File: src/rtl/bolme_birimi.sv
// RV32M divider: DIV/DIVU/REM/REMU, restoring division with one quotient bit per cycle.
// Divide-by-zero and signed overflow results are produced directly at acceptance.
module bolme_birimi (
    input  logic        clk_i,
    input  logic        rst_ni,
    input  logic        basla_i,
    input  logic        iptal_i,
    input  logic [1:0]  islem_i,
    input  logic [31:0] bolunen_i,
    input  logic [31:0] bolen_i,
    output logic [31:0] sonuc_o,
    output logic        gecerli_o,
    output logic        mesgul_o
);

    typedef enum logic [1:0] {
        BOSTA   = 2'd0,
        HESAPLA = 2'd1,
        BITTI   = 2'd2
    } durum_t;

    durum_t      durum_q, durum_d;
    logic [4:0]  sayac_q;
    logic [31:0] bolunen_q, bolen_q, kalan_q, sonuc_q;
    logic        kalan_sec_q, bolum_neg_q, kalan_neg_q;

    logic        isaretli, kalan_sec, sifir_bolen, tasma, ozel, kabul;
    logic [32:0] fark;
    logic [31:0] kalan_d, bolunen_d;

    function automatic logic [31:0] mutlak(input logic signed [31:0] x);
        return x[31] ? 32'(-x) : 32'(x);
    endfunction

    function automatic logic [31:0] isaret_duzelt(input logic signed [31:0] x,
                                                  input logic           neg);
        return neg ? 32'(-x) : 32'(x);
    endfunction

    assign isaretli    = ~islem_i[0];
    assign kalan_sec   = islem_i[1];
    assign sifir_bolen = (bolen_i == 32'd0);
    assign tasma       = isaretli && (bolunen_i == 32'h8000_0000) && (bolen_i == 32'hFFFF_FFFF);
    assign ozel        = sifir_bolen || tasma;
    assign kabul       = (durum_q == BOSTA) && basla_i && !iptal_i;

    always_ff @(posedge clk_i or negedge rst_ni) begin
        if (!rst_ni) durum_q <= BOSTA;
        else         durum_q <= durum_d;
    end

    always_comb begin
        durum_d = durum_q;
        case (durum_q)
            BOSTA:   if (kabul) durum_d = ozel ? BITTI : HESAPLA;
            HESAPLA: begin
                if (iptal_i)              durum_d = BOSTA;
                else if (sayac_q == 5'd0) durum_d = BITTI;
            end
            BITTI:   durum_d = BOSTA;
            default: durum_d = BOSTA;
        endcase
    end

    always_comb begin
        gecerli_o = (durum_q == BITTI);
        mesgul_o  = (durum_q != BOSTA);
        sonuc_o   = sonuc_q;
    end

    // Trial subtraction: a non-negative difference yields quotient bit 1, otherwise restore.
    always_comb begin
        fark = {kalan_q, bolunen_q[31]} - {1'b0, bolen_q};
        if (!fark[32]) begin
            kalan_d   = fark[31:0];
            bolunen_d = {bolunen_q[30:0], 1'b1};
        end else begin
            kalan_d   = {kalan_q[30:0], bolunen_q[31]};
            bolunen_d = {bolunen_q[30:0], 1'b0};
        end
    end

    always_ff @(posedge clk_i or negedge rst_ni) begin
        if (!rst_ni) begin
            sayac_q     <= 5'd0;
            bolunen_q   <= 32'd0;
            bolen_q     <= 32'd0;
            kalan_q     <= 32'd0;
            sonuc_q     <= 32'd0;
            kalan_sec_q <= 1'b0;
            bolum_neg_q <= 1'b0;
            kalan_neg_q <= 1'b0;
        end else if (kabul) begin
            sayac_q     <= 5'd31;
            bolunen_q   <= isaretli ? mutlak(bolunen_i) : bolunen_i;
            bolen_q     <= isaretli ? mutlak(bolen_i)   : bolen_i;
            kalan_q     <= 32'd0;
            kalan_sec_q <= kalan_sec;
            bolum_neg_q <= isaretli && (bolunen_i[31] ^ bolen_i[31]);
            kalan_neg_q <= isaretli && bolunen_i[31];
            if (sifir_bolen)
                sonuc_q <= kalan_sec ? bolunen_i : 32'hFFFF_FFFF;
            else if (tasma)
                sonuc_q <= kalan_sec ? 32'd0 : 32'h8000_0000;
        end else if (durum_q == HESAPLA && !iptal_i) begin
            sayac_q   <= sayac_q - 5'd1;
            bolunen_q <= bolunen_d;
            kalan_q   <= kalan_d;
            if (sayac_q == 5'd0)
                sonuc_q <= kalan_sec_q ? isaret_duzelt(kalan_d, kalan_neg_q)
                                       : isaret_duzelt(bolunen_d, bolum_neg_q);
        end
    end

endmodule

File: config.mk
export PLATFORM = sky130hd
export DESIGN_NAME = bolme_birimi
export DESIGN_NICKNAME = d
export VERILOG_FILES = /design/src/rtl/bolme_birimi.sv
export SDC_FILE = /design/constraint.sdc
export NUM_CORES = 1
export LEC_CHECK = 0
export ABC_AREA = 1
export BUFFER_PORTS_ARGS = -buffer_cell sky130_fd_sc_hd__buf_2
export CORE_ASPECT_RATIO = 0.8
export CORE_MARGIN = 2
export CORE_UTILIZATION = 55
export CTS_BUF_LIST = sky130_fd_sc_hd__clkbuf_4
export CTS_CLUSTER_DIAMETER = 150
export CTS_CLUSTER_SIZE = 8
export DETAILED_ROUTE_END_ITERATION = 6
export GPL_ROUTABILITY_DRIVEN = 0
export PLACE_DENSITY = 0.74
export SLEW_MARGIN = 10
export SYNTH_ARGS = -nofsm -noshare
export SYNTH_HDL_FRONTEND = slang
export SYNTH_SLANG_ARGS = --single-unit
File: constraint.sdc
create_clock -name clk_i -period 6.4 [get_ports clk_i]
set_clock_uncertainty 0.15 [all_clocks]
set_input_delay 0.64 -clock clk_i [delete_from_list [all_inputs] [get_ports clk_i]]
set_output_delay 0.64 -clock clk_i [all_outputs]
set_load 0.005 [all_outputs]
==> reports/qor.yml <==
layout_setup_ws_ps: 1210
cts_hold_buf: 1
synth_cell_types: 48
synth_cells: 2013
crit_fanout: 33
wirelength_um: 40900
hold_viol_final: 0
worst_pin_slew_ps: 1160
cts_tree: "done"
insertion_delay_ps: 600
critPathMaxStageDelay_ps: 770
outcome: "finished, violations left"
tns_ps: 0
hold_ws_ps: 185
power_density_nw_per_um2: 535
reg2reg_depth: 26
syn_area_per_cell_um2: 6.20
top_layer: "met4"
yosys.area_share.simple: 0.375
power.leakage_nw: 7.22
synth_adder_area_share: 0.0407
yosys-top-cells-count: "638 x nand2_1, 290 x inv_1, 164 x nor2_1"
regArea_um2: 3450
dr_wl_met3_um: 4950
crit_top_cell: "nand2_1"
fin_crit_ps: 5190
clockBufferDepth: 2
layout.cells.non_filler: 2402
grt_pass1_wl_um: 64900
synth_ff_type: "dfrtp_1"
cts.repair.resized: 0
syn_nets: 2123
end_kind: "flop"
cts.sinks: 138
ys_ff_latch: 138
rsz0062_at_grt: "false"
wl_met1_um: 18300
grt.total_usage: 0.347
multiInputGateArea_um2: 7590
drt_first_pass_iters: 7
drc: 7
viasPerCell: 5.68
synth_mux_area_frac: 0
areaGrowthSynthToFinish_pct: 7.67
seq_area_frac_synth: 0.277
grt_max_degree: 96
cts_root_buf: "clkbuf_4"
antenna_found_initial: 1
final_core_util: 0.601
violations: "design-rule violations"
irDropWorstVdd_mv: 0.280
rows: 49
clk_pin_slew_ps: 150
synth_top_cell_by_area: "dfrtp_1"
final_nets: 2192
grt_pass1_vias: 12300
synth_top_family_by_area: "simple AND/OR/NAND/NOR gates"
dp_hpwl_um: 31400
slowest_stage: "nor4_1"
wire_per_inst_um: 17.0
numCtsBuffers: 17
synth-compound-area-share: 0.152
max_slew_margin: 0.222
die_w_um: 172
post_cts_buffers: 0
htree_levels: 4
worst-setup-path-type: "flop to flop"
drt_iter0_drc: 1726
io_pins: 104
setup_viol: 0
coreArea_um2: 22400
finalMaxSlewViolations: 0
place_ws_ps: 1410
syn-cell-area_um2: 12500
ys_warn_count: 0
yosysMostFrequentCell: "nand2_1"
yosys.area_share.xor_xnor: 0.0393
hold_class: "input port to flop"
synth_edf_count: 0
synth_area_leaders: "dfrtp_1 28%, nand2_1 19%, inv_1 8.7%"
portBuffers: 103
max_cap_violations: 0
die_y_um: 139
ant_nets: 0
crit_required_ps: 6750
gr-total-overflow: 0
dpl.cell_count: 2368
dieArea_um2: 23900
met2_length_um: 16700
arrival_ps: 5540
vias: 13600
max_freq_mhz: 193
fin_crit_sh: 0.810
critPathLaunchType: "flop"
async_flop_share: 1.00
start_util: 0.558
drive_above_1_share: 0.106
fillCellCount: 2198
synth_top_area_share: 0.277
hold_depth: 3
-- sequential cells by signal, indices dropped and copies added (netlist names) --
signal	flops
bolunen_q	32
bolum_neg_q	1
kalan_neg_q	1
sayac_q	5
sonuc_o	32
kalan_q	32
durum_q	2
kalan_sec_q	1
bolen_q	32
-- logic make-up after synthesis --
kind of cell,Yosys count
simple gates,1084
buf+inv,368
compound gates,327
flops,138
xor+xnor,56
fa+ha+maj,40
-- report_power, final --
group          total (mW)  leakage, nW  switching (mW)  internal [mW]
combinational        5.19         5.34            3.58           1.61
clock               0.581        0.141           0.411          0.170
sequential           1.43         1.74           0.254           1.17
-- cell type report --
type	instances	area share
Tap cell	306	0.0285
Multi-Input combinational cell	1507	0.565
Antenna cell	1	0.000186
Timing Repair Buffer	116	0.0462
Inverter	302	0.0843
Sequential cell	138	0.257
Clock buffer	17	0.00949
Clock inverter	15	0.00986
-- stage by stage --
step | area, um^2 | total power [mW]
CTS | 13400 | 7.04
detailed placement | 13200 | 6.45
floorplan | 12500 | 5.23
global route | 13400 | 7.86
global placement | 13200 | 6.38
finish | 13400 | 7.20
-- cell usage in the layout, fill, tap and decap left out, types with 30 or more instances in the layout --
cell type | synthesis | final
o22ai_1 | 37 | 37
nand4_1 | 30 | 30
nand2_1 | 638 | 637
a21oi_1 | 95 | 95
inv_1 | 290 | 290
o21ai_0 | 115 | 115
buf_2 | 5 | 102
dfrtp_1 | 138 | 138
nand3_1 | 140 | 139
ha_1 | 39 | 39
xor2_1 | 42 | 42
o221ai_1 | 31 | 31
nor2_1 | 164 | 163
-- worst paths after layout --
kind | slack, ps | start | to
setup reg to reg | 1210 | bolunen_q[31] | sonuc_o[26]
max in group asynchronous | 4240 | rst_ni | bolen_q[8]
setup / recovery | 1210 | bolunen_q[31] | sonuc_o[26]
hold reg to reg | 340 | sonuc_o[16] | sonuc_o[16]
min in group asynchronous | 430 | rst_ni | kalan_q[11]
hold / removal | 180 | bolunen_i[30] | bolunen_q[30]
-- critical path, delay by kind of cell (launching register included) --
kind	cells	cell delay [ps]
simple gates	18	3120
fa+ha+maj	3	890
compound gates	3	410
buf+inv	2	170
flops	1	370
-- metal layers --
layer / track usage / up-vias
met5: 0 / -
met4: 0.0840 / 0
met3: 0.0833 / 70
met2: 0.498 / 742
met1: 0.524 / 6168
li1: - / 6652
Note: power is estimated with default switching activity, not from simulation.
